### config.mk
export PLATFORM = sky130hd
export DESIGN_NAME = syn_lb_mstr_flat
export DESIGN_NICKNAME = d
export VERILOG_FILES = /design/src/rtl/syn_global_pkg.sv /design/src/rtl/syn_lb_mstr_if.sv /design/src/rtl/syn_lb_mstr.sv /design/src/flat_wrapper.sv
export SDC_FILE = /design/constraint.sdc
export NUM_CORES = 1
export LEC_CHECK = 0
export ABC_AREA = 1
export CAP_MARGIN = 40
export CELL_PAD_IN_SITES_DETAIL_PLACEMENT = 1
export CELL_PAD_IN_SITES_GLOBAL_PLACEMENT = 2
export CORE_MARGIN = 5
export CORE_UTILIZATION = 25
export CTS_CLUSTER_DIAMETER = 60
export DETAILED_ROUTE_END_ITERATION = 6
export HOLD_SLACK_MARGIN = 0.12
export PLACE_DENSITY_LB_ADDON = 0.1
export SYNTH_ARGS = -nofsm -noshare
export SYNTH_HDL_FRONTEND = slang
export SYNTH_SLANG_ARGS = --single-unit
### constraint.sdc
create_clock -name clk_ir -period 2.6 [get_ports clk_ir]
set_input_delay 0.65 -clock clk_ir [delete_from_list [all_inputs] [get_ports clk_ir]]
set_output_delay 0.65 -clock clk_ir [all_outputs]
set_load 0.1 [all_outputs]
### src/rtl/syn_global_pkg.sv
// Shared types and defaults for the syn local-bus blocks.
package syn_global_pkg;

  typedef enum logic [1:0] {
    LB_IDLE  = 2'd0,
    LB_ISSUE = 2'd1,
    LB_WAIT  = 2'd2,
    LB_RESP  = 2'd3
  } lb_mstr_state_e;

  localparam int LB_TIMEOUT_CYC_DEF = 256;
  localparam int LB_WAIT_CNT_W      = 16;
  localparam int LB_TMO_CNT_W       = 8;

endpackage

### src/rtl/syn_lb_mstr_if.sv
// Local-bus strobe/completion bundle; master drives strobes, slave drives completions.
interface syn_lb_intf #(
  parameter int DATA_W = 32,
  parameter int ADDR_W = 12
) ();

  logic              lb_rd_en;
  logic              lb_wr_en;
  logic [ADDR_W-1:0] lb_addr;
  logic [DATA_W-1:0] lb_wr_data;
  logic              lb_rd_valid;
  logic              lb_wr_valid;
  logic [DATA_W-1:0] lb_rd_data;

  modport master (
    output lb_rd_en, lb_wr_en, lb_addr, lb_wr_data,
    input  lb_rd_valid, lb_wr_valid, lb_rd_data
  );

  modport slave (
    input  lb_rd_en, lb_wr_en, lb_addr, lb_wr_data,
    output lb_rd_valid, lb_wr_valid, lb_rd_data
  );

endinterface

### src/rtl/syn_lb_mstr.sv
// Single-outstanding local-bus master: command in, one-cycle strobe out,
// wait for matching completion or timeout, hold response until accepted.
module syn_lb_mstr
  import syn_global_pkg::*;
#(
  parameter int DATA_W      = 32,
  parameter int ADDR_W      = 12,
  parameter int TIMEOUT_CYC = LB_TIMEOUT_CYC_DEF
) (
  input  logic                    clk_ir,
  input  logic                    rst_sync_l,
  input  logic                    cmd_valid,
  output logic                    cmd_ready,
  input  logic                    cmd_rd_n_wr,
  input  logic [ADDR_W-1:0]       cmd_addr,
  input  logic [DATA_W-1:0]       cmd_wdata,
  output logic                    rsp_valid,
  input  logic                    rsp_ready,
  output logic [DATA_W-1:0]       rsp_rdata,
  output logic                    rsp_err,
  output logic [LB_TMO_CNT_W-1:0] timeout_cnt,
  syn_lb_intf.master              lb
);

  localparam logic [LB_WAIT_CNT_W-1:0] TMO_LIM = LB_WAIT_CNT_W'(TIMEOUT_CYC);

  lb_mstr_state_e           state, state_nxt;
  logic                     rd_q;
  logic [ADDR_W-1:0]        addr_q;
  logic [DATA_W-1:0]        wdata_q;
  logic [LB_WAIT_CNT_W-1:0] wait_cnt, cnt_nxt;
  logic                     accept, busy, cmpl, tmo;
  logic                     rd_en, wr_en;

  assign lb.lb_rd_en   = rd_en;
  assign lb.lb_wr_en   = wr_en;
  assign lb.lb_addr    = addr_q;
  assign lb.lb_wr_data = wdata_q;

  always_ff @(posedge clk_ir or negedge rst_sync_l) begin
    if (!rst_sync_l) state <= LB_IDLE;
    else             state <= state_nxt;
  end

  always_comb begin
    state_nxt = state;
    accept    = 1'b0;
    cmd_ready = 1'b0;
    rsp_valid = 1'b0;
    rd_en     = 1'b0;
    wr_en     = 1'b0;
    busy      = (state == LB_ISSUE) || (state == LB_WAIT);
    cnt_nxt   = wait_cnt + 1'b1;
    // only the valid matching the outstanding direction completes it
    cmpl      = busy && (rd_q ? lb.lb_rd_valid : lb.lb_wr_valid);
    // completion landing on the timeout cycle wins
    tmo       = busy && !cmpl && (cnt_nxt == TMO_LIM);
    unique case (state)
      LB_IDLE: begin
        cmd_ready = 1'b1;
        if (cmd_valid) begin
          accept    = 1'b1;
          state_nxt = LB_ISSUE;
        end
      end
      LB_ISSUE: begin
        rd_en     = rd_q;
        wr_en     = !rd_q;
        state_nxt = (cmpl || tmo) ? LB_RESP : LB_WAIT;
      end
      LB_WAIT: begin
        if (cmpl || tmo) state_nxt = LB_RESP;
      end
      LB_RESP: begin
        rsp_valid = 1'b1;
        if (rsp_ready) state_nxt = LB_IDLE;
      end
      default: state_nxt = LB_IDLE;
    endcase
  end

  always_ff @(posedge clk_ir or negedge rst_sync_l) begin
    if (!rst_sync_l) begin
      rd_q        <= 1'b0;
      addr_q      <= '0;
      wdata_q     <= '0;
      wait_cnt    <= '0;
      rsp_rdata   <= '0;
      rsp_err     <= 1'b0;
      timeout_cnt <= '0;
    end else begin
      if (accept) begin
        rd_q     <= cmd_rd_n_wr;
        addr_q   <= cmd_addr;
        wdata_q  <= cmd_wdata;
        wait_cnt <= '0;
      end else if (busy) begin
        wait_cnt <= cnt_nxt;
      end
      // response fields only move on completion/timeout, so stray valids can't touch them
      if (cmpl) begin
        rsp_rdata <= rd_q ? lb.lb_rd_data : '0;
        rsp_err   <= 1'b0;
      end else if (tmo) begin
        rsp_rdata <= '0;
        rsp_err   <= 1'b1;
        if (timeout_cnt != '1) timeout_cnt <= timeout_cnt + 1'b1;
      end
    end
  end

endmodule

### src/flat_wrapper.sv
// flat-port wrapper written by rule: the top's interface ports become plain ports
module syn_lb_mstr_flat import syn_global_pkg::*;
#(
  parameter int DATA_W      = 32,
  parameter int ADDR_W      = 12,
  parameter int TIMEOUT_CYC = LB_TIMEOUT_CYC_DEF
)
  (clk_ir, rst_sync_l, cmd_valid, cmd_ready, cmd_rd_n_wr, cmd_addr, cmd_wdata, rsp_valid, rsp_ready, rsp_rdata, rsp_err, timeout_cnt, lb_lb_rd_en, lb_lb_wr_en, lb_lb_addr, lb_lb_wr_data, lb_lb_rd_valid, lb_lb_wr_valid, lb_lb_rd_data);
  syn_lb_intf #(.DATA_W(DATA_W), .ADDR_W(ADDR_W)) lb_i ();
  input  logic clk_ir;
  input  logic rst_sync_l;
  input  logic cmd_valid;
  output logic cmd_ready;
  input  logic cmd_rd_n_wr;
  input  logic [ADDR_W-1:0] cmd_addr;
  input  logic [DATA_W-1:0] cmd_wdata;
  output logic rsp_valid;
  input  logic rsp_ready;
  output logic [DATA_W-1:0] rsp_rdata;
  output logic rsp_err;
  output logic [LB_TMO_CNT_W-1:0] timeout_cnt;
  output wire logic [$bits(lb_i.lb_rd_en)-1:0] lb_lb_rd_en;
  output wire logic [$bits(lb_i.lb_wr_en)-1:0] lb_lb_wr_en;
  output wire logic [$bits(lb_i.lb_addr)-1:0] lb_lb_addr;
  output wire logic [$bits(lb_i.lb_wr_data)-1:0] lb_lb_wr_data;
  input wire logic [$bits(lb_i.lb_rd_valid)-1:0] lb_lb_rd_valid;
  input wire logic [$bits(lb_i.lb_wr_valid)-1:0] lb_lb_wr_valid;
  input wire logic [$bits(lb_i.lb_rd_data)-1:0] lb_lb_rd_data;
  assign lb_lb_rd_en = lb_i.lb_rd_en;
  assign lb_lb_wr_en = lb_i.lb_wr_en;
  assign lb_lb_addr = lb_i.lb_addr;
  assign lb_lb_wr_data = lb_i.lb_wr_data;
  assign lb_i.lb_rd_valid = lb_lb_rd_valid;
  assign lb_i.lb_wr_valid = lb_lb_wr_valid;
  assign lb_i.lb_rd_data = lb_lb_rd_data;
  syn_lb_mstr #(.DATA_W(DATA_W), .ADDR_W(ADDR_W), .TIMEOUT_CYC(TIMEOUT_CYC)) u_core (.clk_ir(clk_ir), .rst_sync_l(rst_sync_l), .cmd_valid(cmd_valid), .cmd_ready(cmd_ready), .cmd_rd_n_wr(cmd_rd_n_wr), .cmd_addr(cmd_addr), .cmd_wdata(cmd_wdata), .rsp_valid(rsp_valid), .rsp_ready(rsp_ready), .rsp_rdata(rsp_rdata), .rsp_err(rsp_err), .timeout_cnt(timeout_cnt), .lb(lb_i));
endmodule
==> summary.txt <==
routed vias: 4,432
Worst Hold Class: primary input to async pin
TritonCTS Sinks: 104
outcome: completed
crit path kind: register to register
vias in the first global route: 4,921
syn avg cell area: 8.209 um2
slowest stage delay, CP: 410 ps
# Max-Cap Violations: 0
Final Setup Violations: 0
Routed WL: 15,860 um
initial antenna violation count: 0
final net count: 832
worst r2r src: u_core.wait_cnt[1]
hold buffers post-CTS: 0
minimum clock period after layout: 2235 ps
CP Buf/Inv Count: 0
total setup buffers inserted after CTS: 0
layout cell share with drive strength beyond 1: 0.1767
Worst-Margin Slew: 519.5 ps
Antenna Cells: 0
first-pass GRT wire length: 26,000 um
kind of cell adding the most delay to the critical path: simple AND/OR/NAND/NOR gates
Slew Limit Fails: 0
Slew headroom: 0.6536
all-layer global routing usage: 0.1486
flop2flop setup slack: 360 ps
remaining antenna violation count: 0
HPWL after DPL: 11,870 um
crit-path cells: ha_1, nand3_2, nor2_4, nand2_1, nand2_1, nand3_1, nor3_2, and2_1, nand2_2, nand2_1, nand2_1
largest net degree at the start of global routing: 47
root buffer cell: clkbuf_16
Final GP Congestion: 0.7675
drt initial violations: 207
layout filler cell count: 2,236
die area: 21,760 um2
CTS tree: done
Seq/Total Area, Yosys: 0.5504
P&R area growth vs syn: 44.06%
H-tree depth: 3
worst setup skew after layout: 10.60 ps
PortBufs: 171
#FFs+latches synth: 104
total CTS buffers: 9
FMAX: 0.4474 GHz
Critical Path Fanout Max: 7
initial core utilization: 0.2536
post-DR wirelength/cell: 16.17 um
Worst path most repeated cell: nand2_1
CP max-delay cell: dfrtp_1
drt pass-1 iters: 4
total grt overflow: 0
post-CTS sizing: 0
clock latency at the later pin of the worst-skew pair: 360 ps
Synthesized Nets: 666
final worst path period share: 0.8598
placeable core area: 18,640 um2
reg2reg end: u_core.timeout_cnt[4]
crit end category: register
CTS clock-pin slew for the worst setup and hold paths: 80 ps
Worst setup SP type: register
I/O pin total: 172
Remaining DRCs: 0
final hold vios: 0
Synth Instances: 576
post-synth cell types: 27
Cell Area, Synth: 4728 um2
vias per inst: 4.518
TNS Setup: 0 ps
Die W: 147.5 um
CTS Buffer Depth: 2
Crit path required time: 2840 ps
RSZ-0062 raised after global routing: no
Worst EP arrival: 2480 ps
FP Rows: 50
yosys warns: 0
Reg2Reg Depth: 11
DIE HEIGHT: 147.5 um
-- synthesized netlist by cell type (all sizes together) --
cell / number / area [um2]
a21oi: 1 / 5.000
and2: 1 / 6.260
buf: 5 / 27.53
clkbuf: 21 / 78.83
clkinv: 1 / 3.750
dfrtp: 104 / 2603
ha: 7 / 87.58
inv: 38 / 142.6
nand2: 246 / 925.9
nand3: 92 / 478.0
nand3b: 1 / 7.510
nand4: 6 / 37.54
nor2: 21 / 111.4
nor3: 1 / 10.01
o21a: 1 / 7.510
o21ai: 9 / 45.04
o22ai: 13 / 81.33
xnor2: 3 / 26.28
xor2: 5 / 43.79
-- state kept, by name, summed over array words and instances (netlist names) --
signal / count
u_core.rsp_rdata: 32
u_core.wait_cnt: 16
u_core.lb.lb_addr: 12
u_core.lb.lb_wr_data: 32
u_core.rsp_err: 1
u_core.rd_q: 1
u_core.timeout_cnt: 8
u_core.state: 2
-- cells by family after synthesis --
group	Yosys count	synth area share
simple gates	368	0.3334
flops	104	0.5504
buf+inv	65	0.05345
compound gates	24	0.02937
xor+xnor	8	0.01482
fa+ha+maj	7	0.01852
-- worst max-delay path by stage --
stage | cells past startpoint | to | start | slack, ps
final | 11 | u_core.timeout_cnt[4] | u_core.wait_cnt[1] | 360
after global routing | 11 | u_core.timeout_cnt[1] | u_core.wait_cnt[1] | 170
after CTS | 11 | u_core.timeout_cnt[4] | u_core.wait_cnt[1] | 330
after detailed placement | 12 | u_core.timeout_cnt[4] | lb_lb_rd_valid | 150
after global placement | 12 | u_core.timeout_cnt[1] | lb_lb_rd_valid | 160
after floorplan | 7 | u_core.wait_cnt[10] | u_core.state[0] | 270
-- final cells by class --
type / count / area, um2 / area share
timing repair buffer: 181 / 1612 / 0.2366
clock buffer: 9 / 225.2 / 0.03306
tap: 234 / 292.8 / 0.04298
sequential: 104 / 2603 / 0.3821
inverter: 39 / 146.4 / 0.02149
clock inverter: 7 / 55.05 / 0.008082
multi-input combinational: 407 / 1878 / 0.2757
-- layer usage --
layer,GRT usage,part of all wire,up-vias
met2,0.2427,0.47,102
met4,0.04287,0.013,0
met1,0.1782,0.43,2151
met5,0,0,-
met3,0.06530,0.085,15
li1,-,-,2164
-- cells in the final DEF, fill, tap and decap left out, drive strengths merged --
cell           count
nor3               1
o21a               1
clkbuf             9
nand3             92
o22ai             13
nand4              6
xor2               5
clkinv             5
nand2            246
nor2              21
nand3b             1
a21oi              1
and2               1
ha                 7
inv               40
buf              100
xnor2              3
clkinvlp           1
dfrtp            104
clkdlybuf4s50     81
o21ai              9
-- metrics by stage --
step	hold WS [ps]	std cells	util	setup WS [ps]	cell area, um2
6_report	220.7	981	0.3654	364.6	6812
5_1_grt	230.9	981	0.3654	167.5	6812
4_1_cts	217.5	981	0.3654	331.1	6812
3_5_place_dp	466.5	965	0.3503	154.9	6531
3_3_place_gp	463.9	965	0.3503	156.0	6531
2_1_floorplan	354.4	576	-	271.2	4731
Power is left out: the tool's default activity adds up to more than one toggle a clock period on the data nets, which glitch-free logic cannot reach.
